==> src/rtl/buffets_pkg.sv <==
// Shared definitions for the buffet-side stream blocks:
// fill/drain state encoding and burst-length width helpers.
package buffets_pkg;

   typedef enum logic {
      FILL  = 1'b0,
      DRAIN = 1'b1
   } state_e;

   // Bits needed to hold a word count of 0..depth
   function automatic int cnt_width(input int depth);
      return $clog2(depth + 1);
   endfunction

   // Bits needed to address depth storage entries
   function automatic int idx_width(input int depth);
      return (depth < 2) ? 1 : $clog2(depth);
   endfunction

endpackage

==> src/rtl/burst_lifo.sv <==
// Word stack for one burst: push at count, combinational read
// of the newest word at count-1, pop decrements count.
module burst_lifo
   import buffets_pkg::*;
#(
   parameter int WIDTH = 32,
   parameter int DEPTH = 16,
   parameter int CNT_W = cnt_width(DEPTH)
) (
   input  logic             clk,
   input  logic             nreset,
   input  logic             push_i,
   input  logic [WIDTH-1:0] data_i,
   input  logic             pop_i,
   output logic [WIDTH-1:0] data_o,
   output logic [CNT_W-1:0] count_o
);

   localparam int AW = idx_width(DEPTH);

   logic [WIDTH-1:0] mem_q [DEPTH];
   logic [CNT_W-1:0] count_q;
   logic [CNT_W-1:0] count_d;
   logic [AW-1:0]    wr_idx;
   logic [AW-1:0]    rd_idx;

   // Index the slot at count for writes, count-1 for reads
   always_comb begin
      wr_idx = AW'(count_q);
      rd_idx = '0;
      if (count_q != '0) begin
         rd_idx = AW'(count_q - CNT_W'(1));
      end
   end

   // Next count: push and pop never coincide
   always_comb begin
      count_d = count_q;
      if (push_i) begin
         count_d = count_q + CNT_W'(1);
      end else if (pop_i) begin
         count_d = count_q - CNT_W'(1);
      end
   end

   // Occupancy register, cleared by reset
   always_ff @(posedge clk) begin
      if (!nreset) begin
         count_q <= '0;
      end else begin
         count_q <= count_d;
      end
   end

   // Storage array, deliberately left uncleared by reset
   always_ff @(posedge clk) begin
      if (push_i) begin
         mem_q[wr_idx] <= data_i;
      end
   end

   assign data_o  = mem_q[rd_idx];
   assign count_o = count_q;

endmodule

==> src/rtl/burst_reverse.sv <==
// Burst order reverser: fill a burst, then replay it last-word-first.
// Optional macro BURST_REVERSE_BITS_EN also bit-reverses each word.
module burst_reverse
   import buffets_pkg::*;
#(
   parameter int WIDTH = 32,
   parameter int DEPTH = 16,
   parameter int CNT_W = cnt_width(DEPTH)
) (
   input  logic             clk,
   input  logic             nreset,
   input  logic [WIDTH-1:0] in_data_i,
   input  logic             in_valid_i,
   input  logic             in_last_i,
   output logic             in_ready_o,
   output logic [WIDTH-1:0] out_data_o,
   output logic             out_valid_o,
   output logic             out_last_o,
   input  logic             out_ready_i,
   output logic [CNT_W-1:0] count_o,
   output logic             split_o
);

   state_e           state_q;
   logic             split_q;
   logic             push;
   logic             pop;
   logic             full_next;
   logic [WIDTH-1:0] rd_data;
   logic [CNT_W-1:0] count;

   burst_lifo #(
      .WIDTH (WIDTH),
      .DEPTH (DEPTH),
      .CNT_W (CNT_W)
   ) u_lifo (
      .clk     (clk),
      .nreset  (nreset),
      .push_i  (push),
      .data_i  (in_data_i),
      .pop_i   (pop),
      .data_o  (rd_data),
      .count_o (count)
   );

   assign push      = (state_q == FILL) && in_valid_i;
   assign pop       = (state_q == DRAIN) && out_ready_i;
   assign full_next = (count == CNT_W'(DEPTH - 1));

   // Fill/drain sequencing and the split pulse
   always_ff @(posedge clk) begin
      if (!nreset) begin
         state_q <= FILL;
         split_q <= 1'b0;
      end else begin
         split_q <= 1'b0;
         case (state_q)
            FILL: begin
               if (push && (in_last_i || full_next)) begin
                  state_q <= DRAIN;
                  split_q <= !in_last_i;
               end
            end
            DRAIN: begin
               if (pop && (count == CNT_W'(1))) begin
                  state_q <= FILL;
               end
            end
            default: state_q <= FILL;
         endcase
      end
   end

   assign in_ready_o  = (state_q == FILL);
   assign out_valid_o = (state_q == DRAIN);
   assign out_last_o  = (state_q == DRAIN) && (count == CNT_W'(1));
   assign count_o     = count;
   assign split_o     = split_q;

`ifdef BURST_REVERSE_BITS_EN
   // Mirror each word end-for-end on the way out
   always_comb begin
      out_data_o = '0;
      for (int i = 0; i < WIDTH; i++) begin
         out_data_o[i] = rd_data[WIDTH-1-i];
      end
   end
`else
   assign out_data_o = rd_data;
`endif

endmodule
==> config.mk <==
export PLATFORM = sky130hd
export DESIGN_NAME = burst_reverse
export DESIGN_NICKNAME = d
export VERILOG_FILES = /design/src/rtl/buffets_pkg.sv /design/src/rtl/burst_lifo.sv /design/src/rtl/burst_reverse.sv
export SDC_FILE = /design/constraint.sdc
export NUM_CORES = 1
export LEC_CHECK = 0
export BUFFER_PORTS_ARGS = -buffer_cell sky130_fd_sc_hd__buf_4
export CAP_MARGIN = 10
export CORE_ASPECT_RATIO = 0.5
export CORE_MARGIN = 4
export CORE_UTILIZATION = 60
export CTS_BUF_LIST = sky130_fd_sc_hd__clkbuf_4 sky130_fd_sc_hd__clkbuf_8
export CTS_CLUSTER_DIAMETER = 60
export DETAILED_ROUTE_END_ITERATION = 12
export HOLD_SLACK_MARGIN = 0.02
export PLACE_DENSITY = 0.77
export SETUP_SLACK_MARGIN = 0.2
export SYNTH_ARGS = -nofsm -noshare
export SYNTH_HDL_FRONTEND = slang
export SYNTH_SLANG_ARGS = --single-unit
export TNS_END_PERCENT = 100
==> constraint.sdc <==
create_clock -name clk -period 5.15 [get_ports clk]
set_input_delay 0.515 -clock clk [delete_from_list [all_inputs] [get_ports clk]]
set_output_delay 0.515 -clock clk [all_outputs]
set_load 0.02 [all_outputs]
; Word-level counts from Yosys, hierarchy flattened
; Memories as Yosys holds them, arrays and structs flattened.
; Cells that the tools add are included.
[totals]
mem_bits_rw = 512
elab_cells = 29
output_inout_bits = 41
reg_bits = 7
memories = 1
[mem_list]
columns = memory, words, word_bits, rd, rd_clocked_by_memory_dff, write_ports, line
row1 = u_lifo.mem_q, 16, 32, 1, 0, 1, burst_lifo.sv:21  ; logic [WIDTH-1:0] mem_q [DEPTH];
[op_classes]
mux = 8
n_eq_ne = 2
bitwise_logic = 3
n_addsub = 2
n_reduce_logical = 10
[ops]
columns = cell, n
row1 = 5-bit 2-to-1 mux, 2
row2 = "5-bit by 1-bit adder with 5-bit output, second input constant", 1
row3 = "5-bit by 1-bit == test with 1-bit output, second input constant", 1
row4 = "5-bit by 4-bit == test with 1-bit output, second input constant", 1
row5 = 1-bit logical AND, 5
row6 = 5-bit nonzero test, 1
row7 = "5-bit by 1-bit subtractor with 5-bit output, second input constant", 1
row8 = 1-bit 2-to-1 mux, 4
row9 = 4-bit 2-to-1 mux, 1
row10 = 1-bit inverter, 3
row11 = 3-bit OR reduction, 1
row12 = 1-bit case mux with 2 select lines, 1
row13 = 2-bit nonzero test, 1
row14 = 1-bit logical NOT, 1
row15 = 1-bit logical OR, 1

; Depth between registers and ports, before layout
; Gate-level depths: netlist (run 1).
[depth]
ltp_word = 5
mapped_depth = 12
mapped_depth_nobuf = 7

; By module
; A second synthesis (run 1) with hierarchy kept.
[unflattened]
hier_cells = 1483
area_unflattened_um2 = 21858.5
[by_module_without_submodules]
columns = mod, cells_each, n_inst, area_each_um2, seq_area_each_um2
row1 = burst_lifo, 1469, 1, 21724.6, 15474.8
row2 = burst_reverse, 14, 1, 133.9, 40.0

; Worst setup path after synthesis (run 1)
; Ideal clock, no wire load.
[synth_timing]
kind = reg2reg
from = register u_lifo.count_q[0] (netlist: u_lifo.count_o[0])
to = memory u_lifo.mem_q[0][0] (enable)
setup_time_ns = 0.461
stages_incl_launch_ff = 7
n_path_buf = 2
slack_ns = 1.061
arrival_time_ns = 3.628
t_required_ns = 4.689
cell_sequence = dfxtp_1 -> buf_2 -> clkinv_1 -> clkbuf_1 -> ha_1 -> nand2_1 -> nor3_1
[synth_lines]
columns = element, line
row1 = start: declaration, burst_lifo.sv:22  ; logic [CNT_W-1:0] count_q;
row2 = start signal: assignment, burst_lifo.sv:51  ; count_q <= count_d;
row3 = end: declaration, burst_lifo.sv:21
; No word-level cell before the write port.

; Final worst setup path (run 1)
[layout_timing]
from = register u_lifo.count_q[2] (netlist: u_lifo.count_o[2])
to = output out_data_o[16]
[layout_between]
elab_chain_len = 3
elab_cells_between_ends = 4
cone_classes = add/sub (1) / mux (1) / reduce/logical (1) / memory (1)
[layout_rtl]
columns = element, line
row1 = 5-bit by 1-bit subtractor with 5-bit output or 5-bit nonzero test (tied branches), "burst_lifo.sv:32, burst_lifo.sv:31"
row2 = 4-bit 2-to-1 mux *, burst_lifo.sv:31  ; if (count_q != '0) begin
row3 = memory 16 x 32 bit *, -
row4 = end: declaration, burst_reverse.sv:16  ; output logic [WIDTH-1:0] out_data_o,
; Mark *: on every way between the ends. The rest lies on a longest branch, timed or not.

==> results.py, run 1 <==
metrics = {
    "floorplanning": {
        "start_util_pct": 60.9,
        "floorplan.die.height_microns": 143,
        "num_rows": 49,
        "ioPinCount": 78,
        "die_width_microns": 278,
        "dieArea_sq_um": 39800,
        "coreArea_sq_um": 36000,
    },
    "grt": {
        "grt_util_all_layers_pct": 27.3,
        "pin_count_of_the_biggest_net_entering_global_routing": 209,
        "grt_overflow": 0,
        "initial_antenna_violation_count": 1,
        "grt_pass1_vias": 13700,
        "grt_first_pass_wirelength_mm": 81.6,
    },
    "detailed_routing": {
        "routed_wirelength_mm": 54.1,
        "drtIter0Drc": 1796,
        "firstDrtPassIters": 5,
        "drc_errors": 0,
        "wl_per_cell_microns": 25.9,
        "post_drt_via_cell_ratio": 6.59,
        "dr_total_vias": 13800,
        "ant_nets": 0,
    },
    "power_and_ir_drop": {
        "cellInternalPower_mw": 7.09,
        "pwr-share-clk_pct": 30.0,
        "pwr_density_cell_nw_per_um2": 418,
        "power.share.combinational_pct": 23.3,
        "netSwitchingFraction_pct": 30.5,
        "cellLeakagePower_nw": 7.67,
        "switching_power_mw": 3.11,
        "p_seq_share_pct": 46.7,
        "worst_ir_drop_vdd_mv": 0.282,
    },
    "timing": {
        "drv_slew": 0,
        "timing.fmax_mhz": 226,
        "count_of_endpoints_failing_hold_in_the_final_timing_report": 0,
        "timing.setup.tns_ps": 0,
        "finalWorstPathRequiredPeriod_ps": 4430,
        "setup_clock_skew_after_layout_ps": 22.7,
        "max_slew_margin_pct": 21.5,
        "worst_pin_slew_ps": 1170,
        "setup_repair_after_global_routing_missed_its_margin": "no",
        "setup_viol_count_final": 0,
        "min_period_over_period_pct": 86.0,
    },
    "clocking": {
        "cts.reportedPaths.clkPinSlew_ps": 70,
        "setup_fix_buffers_added_after_clock_tree_synthesis": 0,
        "cts.root.buffer_cell": "sky130_fd_sc_hd__clkbuf_8",
        "clock_tree_buf_depth": 3,
        "clkLatencyLatePin_ps": 640,
        "cts.sinks": 519,
        "cts_tree": "yes",
        "cts-buffers-inserted": 72,
        "cts-htree-levels": 3,
    },
    "cells_and_area": {
        "layout_cells_sized_above_1_pct": 22.2,
        "final_nets": 1594,
        "area.sequential_sq_um": 15500,
        "multi_input_area_sq_um": 5970,
        "area_growth_pct": 11.2,
        "nFillCells": 2337,
        "final_core_utilization_pct": 67.7,
    },
    "logic_synthesis": {
        "synth.yosys.warnings": 0,
        "netlist.area_leader.share_pct": 70.1,
        "yosysUniqueCellTypes": 41,
        "proportion_of_synthesized_chip_area_in_sequential_cells_pct": 70.8,
        "post_synth.cell_area_avg_sq_um": 14.7,
        "synthesis.nets": 1531,
        "yosys_top_cell_by_area": "sky130_fd_sc_hd__edfxtp_1",
        "post_synth_instance_area_sq_um": 21900,
        "async_reset_ff_share_pct": 0,
        "yosys.cell_count.top_type": "sky130_fd_sc_hd__edfxtp_1",
        "most_common_library_cells_after_synthesis": "512 x sky130_fd_sc_hd__edfxtp_1, 169 x sky130_fd_sc_hd__nand2_1, 144 x sky130_fd_sc_hd__o21ai_0",
        "postSynthCellCount": 1489,
        "synth.area.top_cells": "sky130_fd_sc_hd__edfxtp_1 70%, sky130_fd_sc_hd__o21ai_0 3.3%, sky130_fd_sc_hd__mux2_2 3.3%",
        "synth.ff_latch_count": 519,
        "flip_flop_cell_with_the_highest_count_after_synthesis": "sky130_fd_sc_hd__edfxtp_1",
        "number_of_enable_flip_flop_cells_after_synthesis": 512,
    },
    "setup_path": {
        "critical_path_peak_fanout": 58,
        "kind_of_critical_path": "reg2out",
        "crit_arrival_ps": 3910,
        "critical_path.reg2reg.startpoint": "u_lifo.count_o[0]",
        "critical_path.endpoint_type": "output pin",
        "required_ps": 4640,
        "crit_path_start": "u_lifo.count_o[2]",
        "timing.critical_path.from_type": "flip-flop",
    },
    "min_path": {
        "hp-start": "nreset",
        "worst_hold_path_type": "in2reg",
    },
    "placed_design": {
        "gp_congestion": 0.825,
        "io_buffer_count": 77,
        "hpwlAfterDp_mm": 29.4,
    },
    "job": {
        "timing.max_cap.violations": 0,
    },
    "status": {
        "outcome": "completed",
    },
}
placed cells by master, fill, tap and decap left out, types with 2 or more instances in the layout:
| cell | count |
|---|---|
| sky130_fd_sc_hd__edfxtp_1 | 512 |
| sky130_fd_sc_hd__nor2_1 | 2 |
| sky130_fd_sc_hd__a221oi_1 | 22 |
| sky130_fd_sc_hd__nand2_1 | 169 |
| sky130_fd_sc_hd__buf_4 | 109 |
| sky130_fd_sc_hd__nor3_2 | 3 |
| sky130_fd_sc_hd__ha_1 | 4 |
| sky130_fd_sc_hd__nand3_1 | 2 |
| sky130_fd_sc_hd__and3_1 | 4 |
| sky130_fd_sc_hd__dfxtp_1 | 6 |
| sky130_fd_sc_hd__o21ai_0 | 144 |
| sky130_fd_sc_hd__nor2_4 | 14 |
| sky130_fd_sc_hd__inv_6 | 3 |
| sky130_fd_sc_hd__o32ai_1 | 32 |
| sky130_fd_sc_hd__and2_1 | 3 |
| sky130_fd_sc_hd__clkinv_2 | 5 |
| sky130_fd_sc_hd__o211ai_1 | 32 |
| sky130_fd_sc_hd__clkbuf_4 | 24 |
| sky130_fd_sc_hd__nand2b_1 | 2 |
| sky130_fd_sc_hd__o311ai_0 | 32 |
| sky130_fd_sc_hd__o21ai_1 | 17 |
| sky130_fd_sc_hd__xnor2_1 | 2 |
| sky130_fd_sc_hd__mux2i_1 | 64 |
| sky130_fd_sc_hd__clkbuf_8 | 72 |
| sky130_fd_sc_hd__nor3_1 | 5 |
| sky130_fd_sc_hd__nor2b_1 | 2 |
| sky130_fd_sc_hd__mux2_2 | 64 |
| sky130_fd_sc_hd__buf_12 | 4 |
| sky130_fd_sc_hd__inv_1 | 3 |
| sky130_fd_sc_hd__nand3b_1 | 64 |
| sky130_fd_sc_hd__a21oi_1 | 99 |
| sky130_fd_sc_hd__clkinv_1 | 18 |
| sky130_fd_sc_hd__a221oi_2 | 43 |
| sky130_fd_sc_hd__clkinvlp_4 | 4 |
power by group through the flow:
stage                     sequential [mW]  clock [mW]  combinational [mW]
final                                4.76        3.06                2.38
after global routing                 4.76        3.32                2.53
after CTS                            4.76        3.10                2.36
after detailed placement             4.85           0                2.35
after global placement               4.85           0                2.30
after floorplan                      4.85           0                1.55
final cells by class:
type                            instances  area share (%)
Inverter                                4          0.0616
Clock buffer                           96            4.81
Antenna cell                            1          0.0103
Tap cell                              484            2.48
Clock inverter                         30           0.719
Sequential cell                       519            63.7
Multi-Input combinational cell        841            24.5
Timing Repair Buffer                  114            3.73
worst paths after layout:
path                           to  cells after the start  slack, ps
max                out_data_o[16]                      6        720
min             u_lifo.count_o[2]                      2        140
max reg2reg  u_lifo.mem_q[13][25]                      6       1210
min reg2reg           out_valid_o                      2        620
kinds of logic (layout without fill, tap and decap cells):
logic type,after synthesis,after routing,synth area share (%)
other,0,1,0
AO/OA/AOI/OAI,427,427,13.6
XOR/XNOR,2,2,0.0799
adder cells (fa/ha/maj),5,5,0.285
flip-flops,519,519,70.8
buffers and inverters,129,244,2.79
AND/OR/NAND/NOR,278,278,6.18
multiplexers,129,129,6.26
metrics by stage:
step / hold WS (ps) / power (mW) / setup slack (ps) / std cells / instance area [sq um]
2_1_floorplan: 592 / 6.40 / 1060 / 1489 / 21900
3_3_place_gp: 582 / 7.14 / 1390 / 1961 / 23000
3_5_place_dp: 603 / 7.20 / 1300 / 1961 / 23000
4_1_cts: 105 / 10.2 / 742 / 2088 / 24400
5_1_grt: 109 / 10.6 / 515 / 2089 / 24400
6_report: 145 / 10.2 / 721 / 2089 / 24400
critical path: stages, from the launching register on:
cell and delay [ps]:
sky130_fd_sc_hd__dfxtp_1 770, sky130_fd_sc_hd__nor2b_4 740, sky130_fd_sc_hd__a21o_4 870, sky130_fd_sc_hd__buf_4 320, sky130_fd_sc_hd__a221oi_2 50, sky130_fd_sc_hd__o32ai_1 290, sky130_fd_sc_hd__buf_4 200
layer usage:
metal / vias up / GRT usage (%) / share of wire, %
li1: 6008 / - / -
met1: 6899 / 38.8 / 41
met2: 758 / 42.8 / 47
met3: 95 / 6.18 / 10
met4: 0 / 8.58 / 2.3
met5: - / 0 / 0
state kept, by name, indices dropped and copies added (netlist names):
name	count
u_lifo.mem_q	512
split_o	1
out_valid_o	1
u_lifo.count_o	5
timing repair:
action	CTS	global route
hold endpoints to repair	1	0
hold buffers	1	0
resized for setup	0	0
(Power assumes the default switching activity.)
==> inputs of run 2 (changes only) <==
Settings changed: BUFFER_PORTS_ARGS -buffer_cell sky130_fd_sc_hd__buf_4 to unset, DONT_BUFFER_PORTS set to 1, PLACE_DENSITY 0.77 to 0.75, SLEW_MARGIN set to 10.
==> run 2 against run 1 <==
Register-to-register slack gained 620 ps; power is essentially flat; utilization is essentially flat; combinational power is essentially flat; critical path type unchanged; largest cell class unchanged.
==> results.py, run 2 (synthesis results as in run 1) <==
metrics = {
    "clocking": {
        "setup_fix_buffers_added_after_clock_tree_synthesis": 0,
        "cts_tree": "yes",
        "post_cts_resize_count": 0,
        "clkLatencyLatePin_ps": 630,
        "cts.root.buffer_cell": "sky130_fd_sc_hd__clkbuf_8",
        "cts.reportedPaths.clkPinSlew_ps": 70,
        "cts.sinks": 519,
        "clock_tree_buf_depth": 3,
        "cts-buffers-inserted": 73,
        "cts-htree-levels": 3,
    },
    "floorplanning": {
        "num_rows": 49,
        "die_width_microns": 278,
        "coreArea_sq_um": 36000,
        "floorplan.die.height_microns": 143,
        "dieArea_sq_um": 39800,
        "start_util_pct": 60.9,
        "ioPinCount": 78,
    },
    "detailed_routing": {
        "wl_per_cell_microns": 25.9,
        "drtIter0Drc": 2044,
        "post_drt_via_cell_ratio": 6.63,
        "ant_nets": 0,
        "dr_total_vias": 13800,
        "firstDrtPassIters": 6,
        "routed_wirelength_mm": 53.8,
        "drc_errors": 0,
    },
    "placed_design": {
        "hpwlAfterDp_mm": 28.6,
        "placedInstanceArea_sq_um": 22700,
        "io_buffer_count": 0,
        "gp_congestion": 0.815,
    },
    "job": {
        "timing.max_cap.violations": 0,
    },
    "setup_path": {
        "critical_path.endpoint_type": "output pin",
        "timing.critical_path.from_type": "flip-flop",
        "cell_chain_critical_path": "nor2b_4 -> a21o_4 -> buf_4 -> a221oi_2 -> o32ai_1 -> buf_4",
        "critical-path-slowest-cell": "sky130_fd_sc_hd__dfxtp_1",
        "crit_arrival_ps": 3890,
        "critical_path.max_stage_delay_ps": 880,
        "kind_of_critical_path": "reg2out",
        "critical_path_peak_fanout": 26,
        "required_ps": 4640,
        "critical-path-top-cell-by-count": "sky130_fd_sc_hd__buf_4",
    },
    "timing": {
        "setup_repair_after_global_routing_missed_its_margin": "no",
        "timing.setup.tns_ps": 0,
        "worst_pin_slew_ps": 1230,
        "finalWorstPathRequiredPeriod_ps": 4400,
        "min_period_over_period_pct": 85.5,
        "timing.fmax_mhz": 227,
        "count_of_endpoints_failing_hold_in_the_final_timing_report": 0,
        "setup_viol_count_final": 0,
        "max_slew_margin_pct": 17.5,
        "setup_clock_skew_after_layout_ps": 20.1,
        "drv_slew": 0,
    },
    "grt": {
        "grt_util_all_layers_pct": 26.8,
        "grt_overflow": 0,
        "grt_first_pass_wirelength_mm": 80.5,
        "grt_pass1_vias": 13500,
        "initial_antenna_violation_count": 2,
        "pin_count_of_the_biggest_net_entering_global_routing": 199,
    },
    "min_path": {
        "worst_hold_path_type": "in2reg",
    },
    "cells_and_area": {
        "final_common_cell": "sky130_fd_sc_hd__edfxtp_1",
        "regMostFlops": "u_lifo.mem_q",
        "multi_input_area_sq_um": 5970,
        "layout_cells_sized_above_1_pct": 19.8,
        "largest_register_ffs": 512,
        "final_nets": 1587,
        "most_frequent_cells_in_the_layout": "512 x sky130_fd_sc_hd__edfxtp_1, 169 x sky130_fd_sc_hd__nand2_1, 144 x sky130_fd_sc_hd__o21ai_0",
        "area_growth_pct": 11.2,
        "area.sequential_sq_um": 15500,
        "nFillCells": 2340,
        "fin_area_sq_um": 24400,
    },
    "power_and_ir_drop": {
        "netSwitchingFraction_pct": 30.2,
        "cellInternalPower_mw": 7.12,
        "worst_ir_drop_vdd_mv": 0.179,
        "pwr-share-clk_pct": 30.1,
        "switching_power_mw": 3.08,
        "power.share.combinational_pct": 23.2,
        "cellLeakagePower_nw": 7.62,
        "p_seq_share_pct": 46.7,
        "pwr_density_cell_nw_per_um2": 418,
    },
    "status": {
        "outcome": "completed",
    },
}
## run 2: changes by cell type in the layout (fill, tap and decap cells not counted)
cell / delta
sky130_fd_sc_hd__buf_12: -1
sky130_fd_sc_hd__buf_4: -41
sky130_fd_sc_hd__clkbuf_4: +1
sky130_fd_sc_hd__clkbuf_8: +3
sky130_fd_sc_hd__clkinv_1: -6
sky130_fd_sc_hd__diode_2: +1
sky130_fd_sc_hd__dlygate4sd3_1: +34
sky130_fd_sc_hd__inv_6: -3
sky130_fd_sc_hd__nor3_2: +1
sky130_fd_sc_hd__nor3_4: -1
## run 2: path summary, 6_finish.rpt
path                           from  slack (ps)  depth (start not counted)             endpoint
hold / removal          out_ready_i         140                          3          out_valid_o
setup / recovery  u_lifo.count_o[2]         750                          6       out_data_o[18]
hold reg to reg         out_valid_o         690                          2          out_valid_o
setup reg to reg  u_lifo.count_o[0]        1830                          5  u_lifo.mem_q[9][18]
## run 2: per-layer routing
| layer | global-route usage [%] | up-vias | part of all wire, % |
|---|---|---|---|
| met5 | 0 | - | 0 |
| met2 | 43.2 | 812 | 47 |
| met4 | 8.90 | 0 | 2.5 |
| met1 | 37.0 | 6856 | 40 |
| li1 | - | 5995 | - |
| met3 | 5.93 | 108 | 10 |
## run 2: what timing repair did
action / 4_1_cts / 5_1_grt
endpoints found under the setup margin: 0 / 0
hold buffers: 35 / 0
hold endpoints to repair: 519 / 0
## run 2: final cells by class
type | count | area share, %
antenna | 2 | 0.0205
clock buffer | 100 | 5.00
clock inverter | 21 | 0.518
inverter | 4 | 0.0616
multi-input combinational | 841 | 24.5
sequential | 519 | 63.7
tap | 484 | 2.48
timing repair buffer | 106 | 3.78
## run 2: metrics by stage
step | hold slack (ps) | power [mW] | util (%) | worst slack, ps | instances
after floorplan | 592 | 6.40 | - | 1060 | 1489
after global placement | 594 | 7.06 | 63.0 | 1500 | 1919
after detailed placement | 601 | 7.12 | 63.0 | 1420 | 1919
after CTS | 103 | 10.2 | 67.7 | 764 | 2075
after global routing | 103 | 10.6 | 67.7 | 539 | 2077
final | 135 | 10.2 | 67.7 | 749 | 2077
## run 2: critical path, delay by kind of cell, from the launching register on
family	cells	cell delay, ps
buffers and inverters	2	660
DFF	1	880
AOI/OAI and AO/OA	3	1030
and+or+nand+nor	1	670
## run 2: power by group through the flow
stage	logic (mW)	clock network, mW	registers (mW)
6_report	2.36	3.07	4.77
5_1_grt	2.51	3.31	4.77
4_1_cts	2.34	3.10	4.76
3_5_place_dp	2.26	0	4.86
3_3_place_gp	2.21	0	4.85
2_1_floorplan	1.55	0	4.85
==> inputs of run 3 (changes only) <==
Clock period 5.15 ns to 4.83 ns, I/O delays scaled along.
==> run 3 against run 2 <==
Die area is the same; critical path type unchanged; global-route usage grew 0.15 points; sequential power grew 6.5%; register-to-register slack lost 120 ps; clock skew grew 10 ps; sequential share of layout area shrank 0.28 points.
==> results.py, run 3 (synthesis results as in run 1) <==
metrics = {
    "setup_path": {
        "critical-path-slowest-cell": "sky130_fd_sc_hd__ha_4",
        "critical_path.max_stage_delay_ps": 680,
        "critical_path_peak_fanout": 43,
        "cp.buffers_inverters": 3,
        "reg2reg_setup_slack_ps": 1710,
        "critical_path.reg2reg.startpoint": "out_valid_o",
        "critical_path.endpoint_type": "output pin",
        "reg2reg_depth": 4,
        "critical-path-top-delay-family": "buffers and inverters",
        "timing.critical_path.from_type": "flip-flop",
        "required_ps": 4350,
        "kind_of_critical_path": "reg2out",
        "timing.rr.end": "u_lifo.mem_q[1][8]",
        "cell_chain_critical_path": "inv_1 -> ha_4 -> and2_1 -> buf_4 -> a21oi_1 -> o311ai_0 -> a21oi_1 -> o32ai_1 -> buf_4",
        "crit_arrival_ps": 3930,
    },
    "floorplanning": {
        "start_util_pct": 60.9,
        "dieArea_sq_um": 39800,
        "num_rows": 49,
        "coreArea_sq_um": 36000,
        "floorplan.die.height_microns": 143,
        "die_width_microns": 278,
        "ioPinCount": 78,
    },
    "cells_and_area": {
        "regMostFlops": "u_lifo.mem_q",
        "final_common_cell": "sky130_fd_sc_hd__edfxtp_1",
        "fin_area_sq_um": 24500,
        "final_nets": 1592,
        "area_growth_pct": 11.7,
        "largest_register_ffs": 512,
        "layout_cells_sized_above_1_pct": 19.9,
        "most_frequent_cells_in_the_layout": "512 x sky130_fd_sc_hd__edfxtp_1, 169 x sky130_fd_sc_hd__nand2_1, 144 x sky130_fd_sc_hd__o21ai_0",
    },
    "clocking": {
        "cts-buffers-inserted": 74,
        "cts.reportedPaths.clkPinSlew_ps": 60,
        "cts-htree-levels": 3,
        "cts.sinks": 519,
        "clkLatencyLatePin_ps": 650,
        "setup_fix_buffers_added_after_clock_tree_synthesis": 0,
        "cts_tree": "yes",
        "cts.root.buffer_cell": "sky130_fd_sc_hd__clkbuf_8",
        "clock_tree_buf_depth": 3,
    },
    "placed_design": {
        "hpwlAfterDp_mm": 28.4,
        "io_buffer_count": 0,
        "placedInstanceArea_sq_um": 22700,
        "gp_congestion": 0.800,
    },
    "grt": {
        "grt_util_all_layers_pct": 27.0,
        "grt_overflow": 0,
        "pin_count_of_the_biggest_net_entering_global_routing": 101,
        "grt_first_pass_wirelength_mm": 81.3,
        "grt_pass1_vias": 13700,
        "initial_antenna_violation_count": 2,
    },
    "power_and_ir_drop": {
        "worst_ir_drop_vdd_mv": 0.214,
        "totalPowerFinal_mw": 11.0,
        "pwr_density_cell_nw_per_um2": 449,
        "cellLeakagePower_nw": 7.66,
    },
    "detailed_routing": {
        "firstDrtPassIters": 6,
        "drc_errors": 0,
        "ant_nets": 0,
        "dr_total_vias": 13900,
        "routed_wirelength_mm": 54.0,
        "post_drt_via_cell_ratio": 6.65,
        "wl_per_cell_microns": 25.8,
        "drtIter0Drc": 1862,
    },
    "timing": {
        "worst_pin_slew_ps": 1290,
        "timing.fmax_mhz": 226,
        "min_period_over_period_pct": 91.5,
        "finalWorstPathRequiredPeriod_ps": 4420,
        "count_of_endpoints_failing_hold_in_the_final_timing_report": 0,
        "timing.setup.tns_ps": 0,
        "setup_clock_skew_after_layout_ps": 30.5,
        "drv_slew": 0,
        "setup_viol_count_final": 0,
        "max_slew_margin_pct": 13.9,
        "setup_repair_after_global_routing_missed_its_margin": "no",
    },
    "min_path": {
        "hold-path-endpoint": "out_valid_o",
        "worst_hold_path_type": "in2reg",
        "holdPathStages": 3,
        "hp-start": "out_ready_i",
    },
    "status": {
        "outcome": "completed",
    },
    "job": {
        "timing.max_cap.violations": 0,
    },
}
[run 3: changes by cell type in the layout (fill, tap and decap cells not counted)]
cell,previous run,this run
sky130_fd_sc_hd__clkinv_1,12,23
sky130_fd_sc_hd__inv_6,0,1
sky130_fd_sc_hd__bufinv_16,1,2
sky130_fd_sc_hd__buf_12,3,4
sky130_fd_sc_hd__buf_6,0,1
sky130_fd_sc_hd__clkinvlp_4,4,6
sky130_fd_sc_hd__clkbuf_4,25,23
sky130_fd_sc_hd__clkbuf_8,75,74
sky130_fd_sc_hd__buf_4,68,70
sky130_fd_sc_hd__clkinv_2,5,4
[run 3: through the flow]
step                      util [%]  cells  setup WS [ps]  hold WS, ps
after detailed placement      63.1   1923           1070          572
after floorplan                  -   1489            741          560
final                         68.0   2092            413          102
after global placement        63.1   1923           1140          562
after CTS                     68.0   2090            254         52.4
after global routing          68.0   2092            279          104
[run 3: worst max-delay path by stage]
stage	startpoint	end	slack (ps)	cells after the start
finish	u_lifo.count_o[1]	out_data_o[9]	410	9
global route	u_lifo.count_o[1]	out_data_o[9]	280	9
CTS	u_lifo.count_o[0]	out_data_o[9]	250	7
detailed placement	u_lifo.count_o[0]	out_data_o[9]	1070	7
global placement	u_lifo.count_o[0]	out_data_o[9]	1140	6
floorplan	u_lifo.count_o[0]	u_lifo.mem_q[0][0]	740	6
[run 3: where the power goes]
group          leakage [nW]  switching [mW]  internal, mW
sequential             4.68          0.0409          5.04
combinational          2.26            1.65         0.882
clock                 0.722            1.65          1.72
[run 3: metal layers]
layer  global-route usage, %  vias up  part of all wire [%]
met3                    6.91      145                    11
met4                    9.67        0                   2.9
li1                        -     6014                     -
met5                       0        -                     0
met2                    42.7      872                    47
met1                    37.0     6878                    39
[run 3: what timing repair did]
item | CTS | global route
setup endpoints to repair | 0 | 6
hold endpoints to repair | 519 | 0
hold buffers | 35 | 0
resized for setup | 0 | 1
[run 3: final cells by class]
type                       instances  area, sq um
tap                              484          606
timing repair buffer             110          967
multi-input combinational        841         5970
clock inverter                    35          216
inverter                           4         15.0
sequential                       519        15500
fill                            2332        11500
antenna                            2         5.00
clock buffer                      97         1190
[run 3: worst min-delay path, cell delays in order]
cell	delay, ps
sky130_fd_sc_hd__nand3_1	50
sky130_fd_sc_hd__nand2_1	70
sky130_fd_sc_hd__a21boi_0	80
